[src/rtl/pe_alu_pkg.sv]
// rtl/pe_alu_pkg.sv - opcode constants and the shared saturating-add helper for the PE ALU
package pe_alu_pkg;

    localparam int OP_W = 4;

    localparam logic [OP_W-1:0] OP_PASSC = 4'd0;
    localparam logic [OP_W-1:0] OP_ADD   = 4'd1;
    localparam logic [OP_W-1:0] OP_SUB   = 4'd2;
    localparam logic [OP_W-1:0] OP_MUL   = 4'd3;
    localparam logic [OP_W-1:0] OP_MADD  = 4'd4;
    localparam logic [OP_W-1:0] OP_MAC   = 4'd5;
    localparam logic [OP_W-1:0] OP_AND   = 4'd6;
    localparam logic [OP_W-1:0] OP_OR    = 4'd7;
    localparam logic [OP_W-1:0] OP_XOR   = 4'd8;

    // Widest P_W+1 sum the helper can reduce; users must keep P_W+1 <= SAT_MAX_W.
    localparam int SAT_MAX_W = 128;

    typedef struct packed {
        logic [SAT_MAX_W-1:0] res;
        logic                 ovf;
    } sat_res_t;

    // sum holds a (p_w+1)-bit signed result sign-extended to SAT_MAX_W bits.
    // Overflow means the two top bits of the (p_w+1)-bit sum disagree; the
    // upper of those two is the true sign and picks the clamp direction.
    function automatic sat_res_t sat_add(input logic [SAT_MAX_W-1:0] sum,
                                         input int p_w, input logic sat);
        sat_res_t             r;
        logic [1:0]           top2;
        logic [SAT_MAX_W-1:0] max_v;
        top2  = 2'(sum >> (p_w - 1));
        max_v = (SAT_MAX_W'(1) << (p_w - 1)) - SAT_MAX_W'(1);
        r.ovf = top2[1] ^ top2[0];
        if (r.ovf && sat) begin
            r.res = top2[1] ? ~max_v : max_v;
        end else begin
            r.res = sum;
        end
        return r;
    endfunction

endpackage

[src/rtl/pe_alu_pipe_if.sv]
// rtl/pe_alu_pipe_if.sv - operand/result bundle between PE decode and the pipelined ALU
// master: decode side (drives en/valid/op/operands, receives p/valid/flags)
// slave:  the ALU (pe_alu_pipe)
interface pe_alu_pipe_if import pe_alu_pkg::*; #(
    parameter int A_W = 27,
    parameter int B_W = 18,
    parameter int P_W = 48
) ();
    logic                  en_i;
    logic                  valid_i;
    logic [OP_W-1:0]       op_i;
    logic                  acc_clr_i;
    logic signed [A_W-1:0] a_i;
    logic signed [B_W-1:0] b_i;
    logic signed [P_W-1:0] c_i;
    logic signed [P_W-1:0] p_o;
    logic                  valid_o;
    logic                  ovf_o;
    logic                  ill_o;

    modport master (output en_i, valid_i, op_i, acc_clr_i, a_i, b_i, c_i,
                    input  p_o, valid_o, ovf_o, ill_o);
    modport slave  (input  en_i, valid_i, op_i, acc_clr_i, a_i, b_i, c_i,
                    output p_o, valid_o, ovf_o, ill_o);
endinterface

[src/rtl/pe_alu_core.sv]
// rtl/pe_alu_core.sv - combinational stage-3 opcode mux with overflow detection and optional saturation
// op/acc_clr: stage-2 control; a: A sign-extended; prod: A*B sign-extended; c: operand C;
// acc: current P register; p/ovf/ill: next result and flags
module pe_alu_core import pe_alu_pkg::*; #(
    parameter int P_W = 48,
    parameter int SAT = 0
) (
    input  logic [OP_W-1:0]       op,
    input  logic                  acc_clr,
    input  logic signed [P_W-1:0] a,
    input  logic signed [P_W-1:0] prod,
    input  logic signed [P_W-1:0] c,
    input  logic signed [P_W-1:0] acc,
    output logic [P_W-1:0]        p,
    output logic                  ovf,
    output logic                  ill
);
    logic signed [P_W:0]   sum;
    logic signed [P_W-1:0] acc_src;
    logic                  arith;
    sat_res_t              sr;
    logic                  sat_unused;

    always_comb begin
        sum     = '0;
        arith   = 1'b0;
        p       = '0;
        ovf     = 1'b0;
        ill     = 1'b0;
        acc_src = acc_clr ? '0 : acc;
        case (op)
            OP_PASSC: p = c;
            OP_ADD:   begin sum = (P_W+1)'(a) + (P_W+1)'(c);          arith = 1'b1; end
            OP_SUB:   begin sum = (P_W+1)'(c) - (P_W+1)'(a);          arith = 1'b1; end
            OP_MUL:   p = prod;
            OP_MADD:  begin sum = (P_W+1)'(prod) + (P_W+1)'(c);       arith = 1'b1; end
            OP_MAC:   begin sum = (P_W+1)'(acc_src) + (P_W+1)'(prod); arith = 1'b1; end
            OP_AND:   p = a & c;
            OP_OR:    p = a | c;
            OP_XOR:   p = a ^ c;
            default:  ill = 1'b1;
        endcase
        sr = sat_add(SAT_MAX_W'(sum), P_W, SAT != 0);
        if (arith) begin
            p   = sr.res[P_W-1:0];
            ovf = sr.ovf;
        end
    end

    assign sat_unused = ^sr.res[SAT_MAX_W-1:P_W];

endmodule

[src/rtl/pe_alu_pipe.sv]
// rtl/pe_alu_pipe.sv - 3-stage pipelined width-generic PE ALU with MAC accumulator and global stall
// clk/rst: clock, synchronous active-high reset
// bus (slave): en_i stall control, valid_i/op_i/acc_clr_i/a_i/b_i/c_i in; p_o/valid_o/ovf_o/ill_o out
module pe_alu_pipe import pe_alu_pkg::*; #(
    parameter int A_W = 27,
    parameter int B_W = 18,
    parameter int P_W = 48,
    parameter int SAT = 0
) (
    input logic          clk,
    input logic          rst,
    pe_alu_pipe_if.slave bus
);
    if (A_W + B_W > P_W) begin : g_bad_width
        $fatal(1, "pe_alu_pipe: A_W+B_W must not exceed P_W");
    end
    if (P_W + 1 > SAT_MAX_W) begin : g_bad_pw
        $fatal(1, "pe_alu_pipe: P_W too wide for sat_add");
    end

    // Stage 1
    logic                  v1_q, v1_d, clr1_q, clr1_d;
    logic [OP_W-1:0]       op1_q, op1_d;
    logic signed [A_W-1:0] a1_q, a1_d;
    logic signed [B_W-1:0] b1_q, b1_d;
    logic signed [P_W-1:0] c1_q, c1_d;
    // Stage 2
    logic                  v2_q, v2_d, clr2_q, clr2_d;
    logic [OP_W-1:0]       op2_q, op2_d;
    logic signed [P_W-1:0] a2_q, a2_d, prod2_q, prod2_d, c2_q, c2_d;
    // Stage 3 (P doubles as the MAC accumulator)
    logic                  v3_q, v3_d, ovf_q, ovf_d, ill_q, ill_d;
    logic signed [P_W-1:0] p_q, p_d;

    logic signed [A_W+B_W-1:0] prod_full;
    logic [P_W-1:0]            core_p;
    logic                      core_ovf, core_ill;

    assign prod_full = (A_W+B_W)'(a1_q) * (A_W+B_W)'(b1_q);

    pe_alu_core #(.P_W(P_W), .SAT(SAT)) u_core (
        .op      (op2_q),
        .acc_clr (clr2_q),
        .a       (a2_q),
        .prod    (prod2_q),
        .c       (c2_q),
        .acc     (p_q),
        .p       (core_p),
        .ovf     (core_ovf),
        .ill     (core_ill)
    );

    always_comb begin
        v1_d = v1_q; op1_d = op1_q; clr1_d = clr1_q; a1_d = a1_q; b1_d = b1_q; c1_d = c1_q;
        v2_d = v2_q; op2_d = op2_q; clr2_d = clr2_q; a2_d = a2_q; prod2_d = prod2_q; c2_d = c2_q;
        v3_d = v3_q; p_d = p_q; ovf_d = ovf_q; ill_d = ill_q;
        if (bus.en_i) begin
            v1_d    = bus.valid_i;
            op1_d   = bus.op_i;
            clr1_d  = bus.valid_i & bus.acc_clr_i;
            a1_d    = bus.a_i;
            b1_d    = bus.b_i;
            c1_d    = bus.c_i;
            v2_d    = v1_q;
            op2_d   = op1_q;
            clr2_d  = clr1_q;
            a2_d    = P_W'(a1_q);
            prod2_d = P_W'(prod_full);
            c2_d    = c1_q;
            v3_d    = v2_q;
            // A bubble keeps P (the accumulator) and clears the flags.
            if (v2_q) begin
                p_d   = core_p;
                ovf_d = core_ovf;
                ill_d = core_ill;
            end else begin
                ovf_d = 1'b0;
                ill_d = 1'b0;
            end
        end
    end

    always_ff @(posedge clk) begin
        if (rst) begin
            v1_q <= 1'b0; op1_q <= '0; clr1_q <= 1'b0; a1_q <= '0; b1_q <= '0; c1_q <= '0;
            v2_q <= 1'b0; op2_q <= '0; clr2_q <= 1'b0; a2_q <= '0; prod2_q <= '0; c2_q <= '0;
            v3_q <= 1'b0; p_q <= '0; ovf_q <= 1'b0; ill_q <= 1'b0;
        end else begin
            v1_q <= v1_d; op1_q <= op1_d; clr1_q <= clr1_d; a1_q <= a1_d; b1_q <= b1_d; c1_q <= c1_d;
            v2_q <= v2_d; op2_q <= op2_d; clr2_q <= clr2_d; a2_q <= a2_d; prod2_q <= prod2_d; c2_q <= c2_d;
            v3_q <= v3_d; p_q <= p_d; ovf_q <= ovf_d; ill_q <= ill_d;
        end
    end

    assign bus.p_o     = p_q;
    assign bus.valid_o = v3_q;
    assign bus.ovf_o   = ovf_q;
    assign bus.ill_o   = ill_q;

endmodule

[src/flat_wrapper.sv]
// flat-port wrapper written by rule: the top's interface ports become plain ports
module pe_alu_pipe_flat import pe_alu_pkg::*;
#(
    parameter int A_W = 27,
    parameter int B_W = 18,
    parameter int P_W = 48,
    parameter int SAT = 0
)
  (clk, rst, bus_en_i, bus_valid_i, bus_op_i, bus_acc_clr_i, bus_a_i, bus_b_i, bus_c_i, bus_p_o, bus_valid_o, bus_ovf_o, bus_ill_o);
  pe_alu_pipe_if #(.A_W(A_W), .B_W(B_W), .P_W(P_W)) bus_i ();
  input logic clk;
  input logic rst;
  input wire logic [$bits(bus_i.en_i)-1:0] bus_en_i;
  input wire logic [$bits(bus_i.valid_i)-1:0] bus_valid_i;
  input wire logic [$bits(bus_i.op_i)-1:0] bus_op_i;
  input wire logic [$bits(bus_i.acc_clr_i)-1:0] bus_acc_clr_i;
  input wire logic [$bits(bus_i.a_i)-1:0] bus_a_i;
  input wire logic [$bits(bus_i.b_i)-1:0] bus_b_i;
  input wire logic [$bits(bus_i.c_i)-1:0] bus_c_i;
  output wire logic [$bits(bus_i.p_o)-1:0] bus_p_o;
  output wire logic [$bits(bus_i.valid_o)-1:0] bus_valid_o;
  output wire logic [$bits(bus_i.ovf_o)-1:0] bus_ovf_o;
  output wire logic [$bits(bus_i.ill_o)-1:0] bus_ill_o;
  assign bus_i.en_i = bus_en_i;
  assign bus_i.valid_i = bus_valid_i;
  assign bus_i.op_i = bus_op_i;
  assign bus_i.acc_clr_i = bus_acc_clr_i;
  assign bus_i.a_i = bus_a_i;
  assign bus_i.b_i = bus_b_i;
  assign bus_i.c_i = bus_c_i;
  assign bus_p_o = bus_i.p_o;
  assign bus_valid_o = bus_i.valid_o;
  assign bus_ovf_o = bus_i.ovf_o;
  assign bus_ill_o = bus_i.ill_o;
  pe_alu_pipe #(.A_W(A_W), .B_W(B_W), .P_W(P_W), .SAT(SAT)) u_core (.clk(clk), .rst(rst), .bus(bus_i));
endmodule
[config.mk]
export PLATFORM = sky130hd
export DESIGN_NAME = pe_alu_pipe_flat
export DESIGN_NICKNAME = d
export VERILOG_FILES = /design/src/rtl/pe_alu_pkg.sv /design/src/rtl/pe_alu_pipe_if.sv /design/src/rtl/pe_alu_core.sv /design/src/rtl/pe_alu_pipe.sv /design/src/flat_wrapper.sv
export SDC_FILE = /design/constraint.sdc
export NUM_CORES = 2
export LEC_CHECK = 0
export CORE_MARGIN = 2
export CORE_UTILIZATION = 50
export CTS_BUF_LIST = sky130_fd_sc_hd__clkbuf_16
export DETAILED_ROUTE_END_ITERATION = 12
export MAX_ROUTING_LAYER = met4
export PLACE_DENSITY = 0.68
export SLEW_MARGIN = 20
export SYNTH_ARGS = -nofsm -noshare
export SYNTH_HDL_FRONTEND = slang
export SYNTH_SLANG_ARGS = --single-unit
[constraint.sdc]
create_clock -name clk -period 19.65 [get_ports clk]
set_input_delay 2.9475 -clock clk [delete_from_list [all_inputs] [get_ports clk]]
set_output_delay 2.9475 -clock clk [all_outputs]
set_load 0.02 [all_outputs]
==> run summary <==
The remaining antenna violation count is 0. The worst setup margin is roughly 12 ns. The starting DRC count in detailed routing came out at 2197. Counting cells, the worst reg-to-reg path comes to 22. The number of hold-slack violations in the final timing report came out at 0. The library cell used as clock root buffer is sky130_fd_sc_hd__clkbuf_16. The top-area cell type share of the netlist area is 25.9%. The largest buffer count on any clock path came out at 3. The switching power as a share of total power came out at 39.5%. After filler insertion, the fill cell instance count of the layout stands at 6746.

The internal power came out at approximately 1.4 mW. The number of enable-type register cells in the synthesized netlist is 0. The share of synthesized registers carrying an async set or reset is 0%. The final weighted congestion in routability-driven placement is 0.952. The post-synthesis net count came out at between 5k and 6k. Detailed routing inserted a total of 29.9k vias. The count of placed standard cells in the final layout, fillers left out came out at 5302. Entering global routing, the biggest net connects 86 pins. The synthesized cell area came out at between 0.03 and 0.04 mm^2.

IR analysis of the VDD net gives a maximum drop of 0.0000603 V. The gate count of the mapped netlist came out at around 4.4k. The most frequently used cell type in the post-synthesis netlist is sky130_fd_sc_hd__inv_1. In this run the register-to-register setup slack is 12.27 ns. The commonest cells after synthesis are sky130_fd_sc_hd__inv_1, sky130_fd_sc_hd__fa_1, sky130_fd_sc_hd__nand2_1. The total of warnings raised by yosys came out at 0. The cell type contributing the most total cell area after synthesis is sky130_fd_sc_hd__fa_1. The leftover overflow at the end of global routing is 0. The count of placed standard cells including taps came out at 5236.

The most used flip-flop cell after synthesis is sky130_fd_sc_hd__dfxtp_1. The HPWL reported at the end of detailed placement came out at 76600 um. The number of pins with negative max-slew slack in the final report is 0. The via count of the first global-routing pass is 30.0k. The most critical setup path has its endpoint at u_core.prod2_q[34]$_SDFFE_PP0P_.

Setup repair after global routing left no endpoint under its margin. The initial antenna violation count came out at 2. The worst flop-to-flop path endpoint is u_core.prod2_q[34]$_SDFFE_PP0P_. The flow ran to the end, and the final reports show no timing, DRC or antenna violations. After synthesis, the cell types taking the most area are sky130_fd_sc_hd__fa_1, sky130_fd_sc_hd__dfxtp_1, sky130_fd_sc_hd__ha_1. The detailed-route DRC error count came out at 0. In this run the critical register-to-register path is launched from u_core.b1_q[4]$_SDFFE_PP0P_. For this design, the sink count on the clock tree is 276. The tool flagged a number of max-cap violations equal to 0.

Static timing analysis puts the maximum clock frequency at 136 MHz. The post-CTS setup-driven buffer insertion count is 0. After detailed routing, the number of vias per cell comes to 5.64.

The area inside the core boundary came out at 0.0727 mm^2. For this run, the total global-route usage over all layers was measured as 28.0%. The number of failing setup endpoints in the final timing report is 0. The transition at the pin with the smallest max-transition slack is 1.14 ns. The die outline height is approximately 270 um.

In this run the worst setup path begins at u_core.b1_q[4]$_SDFFE_PP0P_. The wire length per cell after detailed routing came out at 19.0 um. Cells with a size suffix above 1 make up ~3.4% of the layout. The quantity of hold-fixing buffers added after cts came out at 0.

The number of distinct standard cells referenced by the synthesized netlist came out at 78. The relative max-transition margin is 24.1%. Across the whole layout, storage elements account for ~0.0055 mm^2. Power spread over the standard cell area amounts to 57.8 mW/mm^2. The worst-path maximum fanout came out at 28. Of the synthesized area, sequential elements account for 15.1%. Clock latency on the worst-skew pair, taken at its later pin, is 0.57 ns. The critical path start-end classification is reg -> reg. The part of the total power dissipated in sequential elements came out at 29.8%.

The number of cell rows came out at 99. The pre-antenna-repair detailed-routing pass consisted of 5 iterations. The worst slack at placement came out at about 12 ns.

The net count of the finished layout is 5196. The kind of end point of the critical path is a register. The data arrival time at the worst-slack endpoint is 7.82 ns. From left edge to right edge, the die measures 275 um.

The area enclosed by the die boundary came out at 0.0755 mm^2. The count of cells along the worst hold path is 2. After synthesis the netlist holds a flip-flop and latch count of 276. The total I/O pin count is 153. Dividing the final minimum period by the clock period gives 37.6%. The proportion of power drawn by the clock network is 30.0%.

The portion of total power attributed to combinational logic is approximately 40%. The path class of the tightest hold or removal check is reg -> reg. After clock tree synthesis, the clock-pin slew on the worst setup and hold paths is about 0.06 ns. The worst setup path is launched from a register. The synthesis-to-finish area growth came out at 8.86%. The number of buffers created by CTS is 36. The number of antenna diodes in the final layout is 0. The count of buffers added on input and output ports is approximately 150. The setup total negative slack came out at 0 ns.

A synthesized cell averages 8.41 um^2. The standby leakage power is between 15 and 20 nW. The wire length of the first global-routing pass is 163000 um. In the final layout, the multi-input gates occupy 0.0278 mm^2.

The power dissipated by switching net loads came out at 910 uW. The final clock skew came out at 0.0335 ns. The number of levels in the clock H-tree came out at 2. The initial cell density of the core is 50.4%. The shortest period the worst path allows came out at 7.38 ns. The overall routed net length came out at 101000 um. The TritonCTS clock tree is built. The critical path required time came out at 20.09 ns. The number of cells upsized or downsized after cts came out at 0.
==> worst max-delay path, stage by stage (launching register included) <==
cell                        delay (ns)
sky130_fd_sc_hd__dfxtp_1          1.04
sky130_fd_sc_hd__nand2_1          0.19
sky130_fd_sc_hd__fa_1             0.54
sky130_fd_sc_hd__fa_1             0.53
sky130_fd_sc_hd__fa_1             0.52
sky130_fd_sc_hd__inv_1            0.05
sky130_fd_sc_hd__fa_1             0.44
sky130_fd_sc_hd__fa_1             0.51
sky130_fd_sc_hd__inv_1            0.05
sky130_fd_sc_hd__fa_1             0.49
sky130_fd_sc_hd__inv_1            0.05
sky130_fd_sc_hd__ha_1             0.34
sky130_fd_sc_hd__a2111oi_0        0.39
sky130_fd_sc_hd__o21ai_0          0.17
sky130_fd_sc_hd__a221oi_1         0.32
sky130_fd_sc_hd__o41ai_2          0.22
sky130_fd_sc_hd__a31o_2           0.30
sky130_fd_sc_hd__nand2b_1         0.07
sky130_fd_sc_hd__a21boi_1         0.07
sky130_fd_sc_hd__o21a_1           0.18
sky130_fd_sc_hd__o21ai_1          0.13
sky130_fd_sc_hd__mux2_1           0.34
sky130_fd_sc_hd__a311o_1          0.31
==> logic make-up after synthesis <==
| kind of cell | Yosys count | synth area share, % |
|---|---|---|
| AO/OA/AOI/OAI | 737 | 12.9 |
| XOR/XNOR | 149 | 3.56 |
| adder cells (fa/ha/maj) | 779 | 36.3 |
| buffers and inverters | 896 | 9.20 |
| flip-flops | 276 | 15.1 |
| multiplexers | 264 | 7.25 |
| AND/OR/NAND/NOR | 1255 | 15.7 |
==> layer usage <==
| layer | vias to the layer above | global-route usage, % | wire length, um |
|---|---|---|---|
| met5 | - | - | 0 |
| met1 | 14823 | 35.3 | 43000 |
| li1 | 14051 | - | - |
| met3 | 200 | 3.26 | 4900 |
| met4 | 0 | 9.54 | 3580 |
| met2 | 820 | 46.7 | 49500 |
==> power by group through the flow <==
| stage | sequential, mW | combinational, mW | clock (mW) |
|---|---|---|---|
| final | 0.688 | 0.927 | 0.690 |
| after global routing | 0.691 | 1.04 | 0.728 |
| after CTS | 0.686 | 0.929 | 0.708 |
| after detailed placement | 0.698 | 0.923 | 0 |
| after global placement | 0.697 | 0.913 | 0 |
| after floorplan | 0.641 | 0.707 | 0 |
==> worst min-delay path by stage <==
stage | startpoint | to | slack, ns
2_1_floorplan | u_core.clr1_q$_SDFFE_PP0P_ | u_core.clr1_q$_SDFFE_PP0P_ | 0.44
3_5_place_dp | u_core.clr1_q$_SDFFE_PP0P_ | u_core.clr1_q$_SDFFE_PP0P_ | 0.47
3_3_place_gp | u_core.clr1_q$_SDFFE_PP0P_ | u_core.clr1_q$_SDFFE_PP0P_ | 0.45
6_report | u_core.clr1_q$_SDFFE_PP0P_ | u_core.clr1_q$_SDFFE_PP0P_ | 0.48
5_1_grt | u_core.clr1_q$_SDFFE_PP0P_ | u_core.clr1_q$_SDFFE_PP0P_ | 0.51
4_1_cts | u_core.clr1_q$_SDFFE_PP0P_ | u_core.clr1_q$_SDFFE_PP0P_ | 0.48
==> stage by stage <==
stage	power (mW)	util [%]	hold slack [ns]	instance area (um^2)
after floorplan	1.35	-	0.441	36700
after global placement	1.61	53.2	0.454	38700
after detailed placement	1.62	53.2	0.473	38700
after CTS	2.32	54.9	0.481	39900
after global routing	2.46	54.9	0.506	39900
final	2.30	54.9	0.480	39900
==> state kept, by name, summed over array words and instances, names as in the netlist <==
name	count
u_core.prod2_q	45
u_core.c2_q	48
u_core.bus.ill_o	1
u_core.bus.valid_o	1
u_core.bus.ovf_o	1
u_core.a1_q	27
u_core.op2_q	4
u_core.op1_q	4
u_core.clr1_q	1
u_core.a2_q	27
u_core.b1_q	18
u_core.bus.p_o	48
u_core.c1_q	48
u_core.clr2_q	1
u_core.v2_q	1
u_core.v1_q	1
==> cells in the final DEF, fill, tap and decap left out, drive strengths merged, types with 8 or more instances in the layout <==
cell type,Yosys,layout
a211oi,24,24
a21o,74,74
a21oi,196,196
a221oi,42,42
a31oi,28,28
a41oi,9,9
and2,193,193
and3,16,16
buf,30,40
clkbuf,240,38
clkdlybuf4s50,0,150
clkinv,2,16
dfxtp,276,276
fa,475,475
ha,304,304
inv,624,631
mux2,11,11
mux2i,253,253
nand2,451,451
nand2b,75,75
nand3,37,37
nand4,33,33
nor2,379,379
nor2b,8,8
nor3,32,32
o2111ai,19,19
o211ai,33,33
o21a,14,14
o21ai,199,199
o21bai,23,23
o22ai,10,10
o31ai,12,12
o41ai,9,9
xnor2,105,105
xor2,44,44
==> area by class of cell <==
| type | instances | area share [%] |
|---|---|---|
| inverter | 626 | 5.89 |
| tap | 959 | 3.01 |
| multi-input combinational | 3184 | 69.6 |
| timing repair buffer | 191 | 4.57 |
| clock buffer | 37 | 2.32 |
| clock inverter | 29 | 0.724 |
| sequential | 276 | 13.9 |
No activity file was read; power rests on OpenSTA's default activity.
